`config.mk`:
```
export PLATFORM = sky130hd
export DESIGN_NAME = mem_burst_ctrl_flat
export DESIGN_NICKNAME = d
export VERILOG_FILES = /design/src/rtl/mem_burst_ctrl_pkg.sv /design/src/rtl/mem_burst_ctrl_if.sv /design/src/rtl/mem_burst_ctrl_addr_gen.sv /design/src/rtl/mem_burst_ctrl.sv /design/src/flat_wrapper.sv
export SDC_FILE = /design/constraint.sdc
export NUM_CORES = 1
export LEC_CHECK = 0
export ABC_AREA = 1
export CAP_MARGIN = 20
export CORE_MARGIN = 5
export CORE_UTILIZATION = 24
export CTS_CLUSTER_SIZE = 28
export DETAILED_ROUTE_END_ITERATION = 6
export SLEW_MARGIN = 20
export SYNTH_ARGS = -nofsm -noshare
export SYNTH_HDL_FRONTEND = slang
export SYNTH_SLANG_ARGS = --single-unit
export TNS_END_PERCENT = 50
```
`constraint.sdc`:
```
create_clock -name clk -period 2.2 [get_ports clk]
set_clock_uncertainty 0.15 [all_clocks]
set_input_delay 0.66 -clock clk [delete_from_list [all_inputs] [get_ports clk]]
set_output_delay 0.66 -clock clk [all_outputs]
set_load 0.005 [all_outputs]
```
`src/rtl/mem_burst_ctrl_pkg.sv`:
```
// -----------------------------------------------------------------------------
// mcDefs -- shared definitions for the memory burst controller.
//   * mc_state_e : controller FSM states
//   * MEMPAGE*   : page numbers a controller instance can be told to answer
//   * MC_PAGE_W  : default number of upper address bits used for page decode
// -----------------------------------------------------------------------------
package mcDefs;

  localparam int MC_PAGE_W = 4;

  localparam int MEMPAGE0 = 0;
  localparam int MEMPAGE1 = 1;
  localparam int MEMPAGE2 = 2;
  localparam int MEMPAGE3 = 3;

  typedef enum logic [1:0] {
    IDLE    = 2'd0,
    WR      = 2'd1,
    RD      = 2'd2,
    RD_TAIL = 2'd3
  } mc_state_e;

endpackage : mcDefs

```
`src/rtl/mem_burst_ctrl_if.sv`:
```
// -----------------------------------------------------------------------------
// mem_burst_ctrl_if -- multiplexed address/data bus between a bus master and
// the burst controller.
//   AddrValid    : address-phase strobe (master -> slave)
//   rw           : 1 = read, 0 = write, qualified by AddrValid
//   burst        : 1 = burst transfer, 0 = single beat, qualified by AddrValid
//   wrap         : 1 = wrapping burst, qualified by AddrValid
//   AddrData_in  : address in the address phase, write data in data beats
//   AddrData_out : read data (slave -> master), zero unless rdValid
//   rdValid      : read beat valid on AddrData_out
//   busy         : slave is in the middle of a transfer
// -----------------------------------------------------------------------------
interface mem_burst_ctrl_if #(
  parameter int DATA_W = 16
) ();

  logic              AddrValid;
  logic              rw;
  logic              burst;
  logic              wrap;
  logic [DATA_W-1:0] AddrData_in;
  logic [DATA_W-1:0] AddrData_out;
  logic              rdValid;
  logic              busy;

  modport master (
    output AddrValid, rw, burst, wrap, AddrData_in,
    input  AddrData_out, rdValid, busy
  );

  modport slave (
    input  AddrValid, rw, burst, wrap, AddrData_in,
    output AddrData_out, rdValid, busy
  );

endinterface : mem_burst_ctrl_if

```
`src/rtl/mem_burst_ctrl_addr_gen.sv`:
```
// -----------------------------------------------------------------------------
// mem_addr_gen -- beat address generator for the burst controller.
//   offset : array offset latched in the address phase
//   beat   : beat index within the current transfer
//   wrap   : wrapping burst requested (already qualified with burst)
//   addr   : array word address for this beat
// Build option: MEMCTL_WRAP_EN enables wrapping bursts; without it the wrap
// input has no effect and every burst walks linearly through the array.
// -----------------------------------------------------------------------------
module mem_addr_gen #(
  parameter int OFF_W     = 12,
  parameter int BURST_LEN = 4,
  parameter int CNT_W     = 2
) (
  input  logic [OFF_W-1:0] offset,
  input  logic [CNT_W-1:0] beat,
  input  logic             wrap,
  output logic [OFF_W-1:0] addr
);

`ifdef MEMCTL_WRAP_EN
  localparam bit WRAP_EN = 1'b1;
`else
  localparam bit WRAP_EN = 1'b0;
`endif

  // Low offset bits that select a word inside a BURST_LEN-aligned block.
  localparam logic [OFF_W-1:0] BLK_MASK = OFF_W'(BURST_LEN - 1);

  logic [OFF_W-1:0] linear;

  // Natural OFF_W-bit overflow gives the wrap to 0 at the top of the array.
  assign linear = offset + OFF_W'(beat);

  // A wrapping burst keeps the aligned block and only cycles the low bits.
  assign addr = (WRAP_EN && wrap) ? ((offset & ~BLK_MASK) | (linear & BLK_MASK))
                                  : linear;

endmodule : mem_addr_gen

```
`src/rtl/mem_burst_ctrl.sv`:
```
// -----------------------------------------------------------------------------
// mem_burst_ctrl -- single-page memory slave translating a multiplexed
// address/data bus into a synchronous word array interface.
//   clk      : single clock, rising edge
//   resetN   : asynchronous active-low reset
//   bus      : mem_burst_ctrl_if.slave (address phase, write data, read data)
//   memAddr  : array word address, zero outside data beats
//   memWE    : array write enable, one cycle per write beat
//   memRE    : array read enable, one cycle per read beat
//   memWdata : array write data, zero outside write beats
//   memRdata : array read data, valid one cycle after memRE
// Build option: MEMCTL_WRAP_EN (see mem_addr_gen) enables wrapping bursts.
// -----------------------------------------------------------------------------
module mem_burst_ctrl
  import mcDefs::*;
#(
  parameter int  DATA_W    = 16,
  parameter int  ADDR_W    = 16,
  parameter int  PAGE_W    = MC_PAGE_W,
  parameter int  PAGE      = MEMPAGE1,
  parameter int  BURST_LEN = 4,
  localparam int OFF_W     = ADDR_W - PAGE_W
) (
  input  logic                clk,
  input  logic                resetN,
  mem_burst_ctrl_if.slave     bus,
  output logic [OFF_W-1:0]    memAddr,
  output logic                memWE,
  output logic                memRE,
  output logic [DATA_W-1:0]   memWdata,
  input  logic [DATA_W-1:0]   memRdata
);

  localparam int CNT_W = $clog2(BURST_LEN);

  mc_state_e        state_q, state_d;
  logic [OFF_W-1:0] off_q;
  logic             burst_q;
  logic             wrap_q;
  logic [CNT_W-1:0] cnt_q;
  logic             rd_valid_q;

  logic             page_hit;
  logic             accept;
  logic             beat_act;
  logic             last_beat;
  logic [OFF_W-1:0] beat_addr;

  mem_addr_gen #(
    .OFF_W     (OFF_W),
    .BURST_LEN (BURST_LEN),
    .CNT_W     (CNT_W)
  ) u_addr_gen (
    .offset (off_q),
    .beat   (cnt_q),
    .wrap   (wrap_q & burst_q),
    .addr   (beat_addr)
  );

  assign page_hit  = (bus.AddrData_in[ADDR_W-1 -: PAGE_W] == PAGE_W'(PAGE));
  assign last_beat = (cnt_q == (burst_q ? CNT_W'(BURST_LEN - 1) : CNT_W'(0)));

  // NOTE: every output of this block gets a default before the case so no
  // path leaves a signal unassigned, which would otherwise infer a latch.
  always_comb begin
    state_d  = state_q;
    accept   = 1'b0;
    beat_act = 1'b0;
    memWE    = 1'b0;
    memRE    = 1'b0;
    case (state_q)
      // RD_TAIL only drains the last read beat, so it can take a new request.
      IDLE, RD_TAIL: begin
        accept  = bus.AddrValid && page_hit;
        state_d = accept ? (bus.rw ? RD : WR) : IDLE;
      end
      WR: begin
        memWE    = 1'b1;
        beat_act = 1'b1;
        if (last_beat) state_d = IDLE;
      end
      RD: begin
        memRE    = 1'b1;
        beat_act = 1'b1;
        if (last_beat) state_d = RD_TAIL;
      end
      default: state_d = IDLE;
    endcase
  end

  // Array-side outputs stay at zero outside their beats.
  assign memAddr  = beat_act ? beat_addr : '0;
  assign memWdata = memWE ? bus.AddrData_in : '0;

  assign bus.busy         = (state_q != IDLE);
  assign bus.rdValid      = rd_valid_q;
  assign bus.AddrData_out = rd_valid_q ? memRdata : '0;

  // NOTE: sequential state uses non-blocking assignments so every register
  // samples the pre-edge values regardless of statement order.
  always_ff @(posedge clk or negedge resetN) begin
    if (!resetN) begin
      state_q    <= IDLE;
      off_q      <= '0;
      burst_q    <= 1'b0;
      wrap_q     <= 1'b0;
      cnt_q      <= '0;
      rd_valid_q <= 1'b0;
    end else begin
      state_q    <= state_d;
      // Array read data arrives one cycle after the enable.
      rd_valid_q <= memRE;
      if (accept) begin
        off_q   <= bus.AddrData_in[OFF_W-1:0];
        burst_q <= bus.burst;
        wrap_q  <= bus.wrap;
        cnt_q   <= '0;
      end else if (beat_act) begin
        cnt_q   <= cnt_q + CNT_W'(1);
      end
    end
  end

endmodule : mem_burst_ctrl

```
`src/flat_wrapper.sv`:
```
// flat-port wrapper written by rule: the top's interface ports become plain ports
module mem_burst_ctrl_flat import mcDefs::*;
#(
  parameter int  DATA_W    = 16,
  parameter int  ADDR_W    = 16,
  parameter int  PAGE_W    = MC_PAGE_W,
  parameter int  PAGE      = MEMPAGE1,
  parameter int  BURST_LEN = 4,
  localparam int OFF_W     = ADDR_W - PAGE_W
)
  (clk, resetN, memAddr, memWE, memRE, memWdata, memRdata, bus_AddrValid, bus_rw, bus_burst, bus_wrap, bus_AddrData_in, bus_AddrData_out, bus_rdValid, bus_busy);
  mem_burst_ctrl_if #(.DATA_W(DATA_W)) bus_i ();
  input  logic clk;
  input  logic resetN;
  output logic [OFF_W-1:0] memAddr;
  output logic memWE;
  output logic memRE;
  output logic [DATA_W-1:0] memWdata;
  input  logic [DATA_W-1:0] memRdata;
  input wire logic [$bits(bus_i.AddrValid)-1:0] bus_AddrValid;
  input wire logic [$bits(bus_i.rw)-1:0] bus_rw;
  input wire logic [$bits(bus_i.burst)-1:0] bus_burst;
  input wire logic [$bits(bus_i.wrap)-1:0] bus_wrap;
  input wire logic [$bits(bus_i.AddrData_in)-1:0] bus_AddrData_in;
  output wire logic [$bits(bus_i.AddrData_out)-1:0] bus_AddrData_out;
  output wire logic [$bits(bus_i.rdValid)-1:0] bus_rdValid;
  output wire logic [$bits(bus_i.busy)-1:0] bus_busy;
  assign bus_i.AddrValid = bus_AddrValid;
  assign bus_i.rw = bus_rw;
  assign bus_i.burst = bus_burst;
  assign bus_i.wrap = bus_wrap;
  assign bus_i.AddrData_in = bus_AddrData_in;
  assign bus_AddrData_out = bus_i.AddrData_out;
  assign bus_rdValid = bus_i.rdValid;
  assign bus_busy = bus_i.busy;
  mem_burst_ctrl #(.DATA_W(DATA_W), .ADDR_W(ADDR_W), .PAGE_W(PAGE_W), .PAGE(PAGE), .BURST_LEN(BURST_LEN)) u_core (.clk(clk), .resetN(resetN), .bus(bus_i), .memAddr(memAddr), .memWE(memWE), .memRE(memRE), .memWdata(memWdata), .memRdata(memRdata));
endmodule
```
==> results.md, run 1 <==
- Number of max-cap violations: 0
- Worst Path Class, Setup: reg2out
- Maximum clock path buffer count: 2
- Core Rows: 27
- TritonCTS clock tree: done
- Fin Setup TNS: -4.07 ns
- DR pass1 iterations: 6
- Critical path's slowest cell: fa_2
- CORE AREA: 5540 um^2
- Data arrival time of the critical path: 1.83 ns
- Critical register-to-register path startpoint: u_core.state_q[0]
- Skew-Pair Late Insertion Delay: 0.25 ns
- Clk sinks: 18
- Crit. End Element: output port
- Final setup vio count: 19
- Total power draw: 1.28 mW
- Area share of the leading cell type in the synthesized netlist: 32.8%
- Filler cell count in the final layout: 575
- Number of max-slew violations in the final report: 0
- Post-route setup slack: -0.439 ns
- Post-Synthesis Cells: 224
- End point of the worst hold path: u_core.off_q[11]
- Highest-count cells in the layout ignoring fill and taps: nand2_1 (50), inv_1 (48), buf_4 (42), buf_2 (36), clkdlybuf4s50_1 (22)
- DRC violation count after routing: 0
- Pin count of the biggest net entering global routing: 31
- Power density relative to cell area: 465 nW/um^2
- Worst Hold Depth: 2
- Clock slew at reported path FFs: 0.07 ns
- Sort of element at the start of the critical path: flip-flop
- Number of global-route vias before repair: 1620
- Post-detailed-route count of antenna-violating nets: 0
- Estimated wirelength of the detail-placed design: 3690 um
- Worst Reg2Reg Path Length in Cells: 9
- Post-Syn Area: 1370 um^2
- Switching portion of total power: 32.7%
- Worst voltage drop across the vdd grid: 0.000279 V
- Gr usage total: 12.7%
- Effective utilization at floorplan: 24.8%
- Reg2Reg Setup Slack: 0.46 ns
- Biggest area consumer among synthesized cells: dfrtp_1
- Die Wd: 85.6 um
- Non-filler instance count after layout: 435
- Cell repeated most along the worst path: buf_6
- Maximum fanout along the worst path: 2
- Number of antenna violations at the first check in global routing: 0
- Vias per std cell: 4.10
- Final instance area: 2750 um^2
- Synthesized net count: 268
- Number of placed instances, taps included: 412
- Cell types occupying the most area after synthesis: dfrtp_1 (33%), nand2_1 (19%), inv_1 (17%)
- Final core utilization: 49.7%
- H-tree Lvls: 1
- Die H: 85.6 um
- Average detailed-routed wire length per instance: 11.7 um
- Hold crit path type: reg2reg
- Final global-route overflow total: 0
- Post-synthesis to final-layout area growth: 100%
- Net total in the final layout: 409
- Violation count after the first detailed-route iteration: 83
- Worst flop-to-flop path endpoint: u_core.state_q[0]
- Clock period minus final worst setup slack: 2.64 ns
- Hold violation total from the final report: 0
- Worst-Margin Slew: 0.252 ns
- Number of antenna repair diodes: 0
- Mean post-synth cell area: 6.13 um^2
- Relative contribution of sequential cells to total power: 33.6%
- Sequential fraction of the synthesis area: 32.8%
- Share of the clock period used by the worst path after layout: 120%
- Source of the worst hold timing path: u_core.off_q[11]
- Unique cell type count in the Yosys netlist: 20
- Share of post-route cells with drive strength above 1: 42.7%
- Number of buffers created by CTS: 3
- Result of the run: complete, but fails checks
- Yosys warning count: 0
- Worst rel slew slack: 83.2%
- RePlAce Congestion: 0.858
- Total of hold buffers inserted after clock tree synthesis: 0
- Cell area reported after detailed placement: 2590 um^2
- Count of port buffers added during placement: 84
- Hold_ws: 0.387 ns
- Vias after detailed routing: 1782
- Clock root cell: clkbuf_8
- Setup repair after global routing missed its margin: yes
- Leakage power of the design: 1.72 nW
- I/O pin cnt: 86
- Comb power frac: 48.3%
- Violated checks: negative setup slack
- Clock network fraction of design power: 18.1%
- Fmax: 379 MHz
- Sequence of cells on the critical path: ha_2 -> inv_2 -> fa_2 -> nor2_4 -> buf_6 -> buf_6 -> a21oi_1 -> nor2_1 -> buf_2
- Most common cell after layout, fill and taps aside: nand2_1
- Die ar.: 7330 um^2
- Wirelength, routed: 5080 um
- Crit path largest cell delay: 0.36 ns
- Critical path data required time: 1.39 ns
- Register bit total from synthesis: 18
- First-pass GRT wire length: 7660 um
- Power dissipated by switching net loads: 0.419 mW
- Placement-stage worst setup slack: -0.549 ns
- Internal power component: 0.861 mW
[worst max-delay path, delay by kind of cell (launching register included)]
family,cells,cell delay (ns)
AND/OR/NAND/NOR,2,0.24
adder cells (fa/ha/maj),2,0.55
AO/OA/AOI/OAI,1,0.05
buffers and inverters,4,0.39
flip-flops,1,0.35
[per-layer routing]
metal | vias up | wire [um] | GRT usage (%)
met5 | - | 0 | 0
met4 | 0 | 105 | 2.59
li1 | 931 | - | -
met3 | 12 | 249 | 1.54
met1 | 780 | 2050 | 15.9
met2 | 59 | 2670 | 23.4
[worst max path at each step]
stage	from	to	depth (start not counted)
2_1_floorplan	u_core.cnt_q[0]	memAddr[10]	9
3_3_place_gp	u_core.cnt_q[0]	memAddr[10]	9
3_5_place_dp	u_core.cnt_q[0]	memAddr[10]	9
4_1_cts	u_core.off_q[0]	memAddr[10]	11
5_1_grt	u_core.cnt_q[0]	memAddr[10]	10
6_report	u_core.off_q[0]	memAddr[6]	9
[power groups by stage]
stage | Sequential [mW] | Clock (mW) | Combinational (mW)
after floorplan | 0.439 | 0 | 0.189
after global placement | 0.434 | 0 | 0.449
after detailed placement | 0.437 | 0 | 0.454
after CTS | 0.430 | 0.240 | 0.552
after global routing | 0.439 | 0.256 | 0.677
final | 0.430 | 0.231 | 0.618
[registers in the layout (all words and copies together) (netlist names)]
register            count
u_core.burst_q          1
u_core.bus.rdValid      1
u_core.cnt_q            2
u_core.off_q           12
u_core.state_q          2
[cell type report]
cell class	count	area (um^2)	share of cell area, %
Clock buffer	3	41.3	1.50
Inverter	61	229	8.32
Multi-Input combinational cell	137	767	27.9
Sequential cell	18	450	16.4
Tap cell	72	90.1	3.27
Timing Repair Buffer	144	1170	42.7
[synth_stat cells (all sizes together)]
library cell / number
a21oi: 13
a31oi: 1
buf: 7
clkbuf: 1
dfrtp: 18
fa: 1
ha: 5
inv: 61
nand2: 70
nand3: 8
nor2: 23
o21a: 1
o21ai: 14
o21bai: 1
[kinds of logic after synthesis]
family / after synthesis / synth area share (%)
flops: 18 / 32.8
fa+ha+maj: 6 / 6.02
simple gates: 101 / 29.8
buf+inv: 69 / 19.7
compound gates: 30 / 11.7
[repair_timing]
item                                    in CTS  in global routing
endpoints found under the setup margin      47                 28
endpoints found under the hold margin        0                  0
buffers inserted                            15                  6
resized for setup                          224                 41
pin swaps                                   14                 15
cloned                                       1                  0
No activity file was read; power rests on OpenSTA's default activity.
==> inputs of run 2 (changes only) <==
--- a/config.mk
+++ b/config.mk
@@ -6,6 +6,7 @@
 export NUM_CORES = 1
 export LEC_CHECK = 0
 export ABC_AREA = 1
+export ABC_CLOCK_PERIOD_IN_PS = 2200
 export CAP_MARGIN = 20
 export CORE_MARGIN = 5
 export CORE_UTILIZATION = 24
==> results of run 2 <==
Final layout, timing and power as in run 1 (identical DEF).
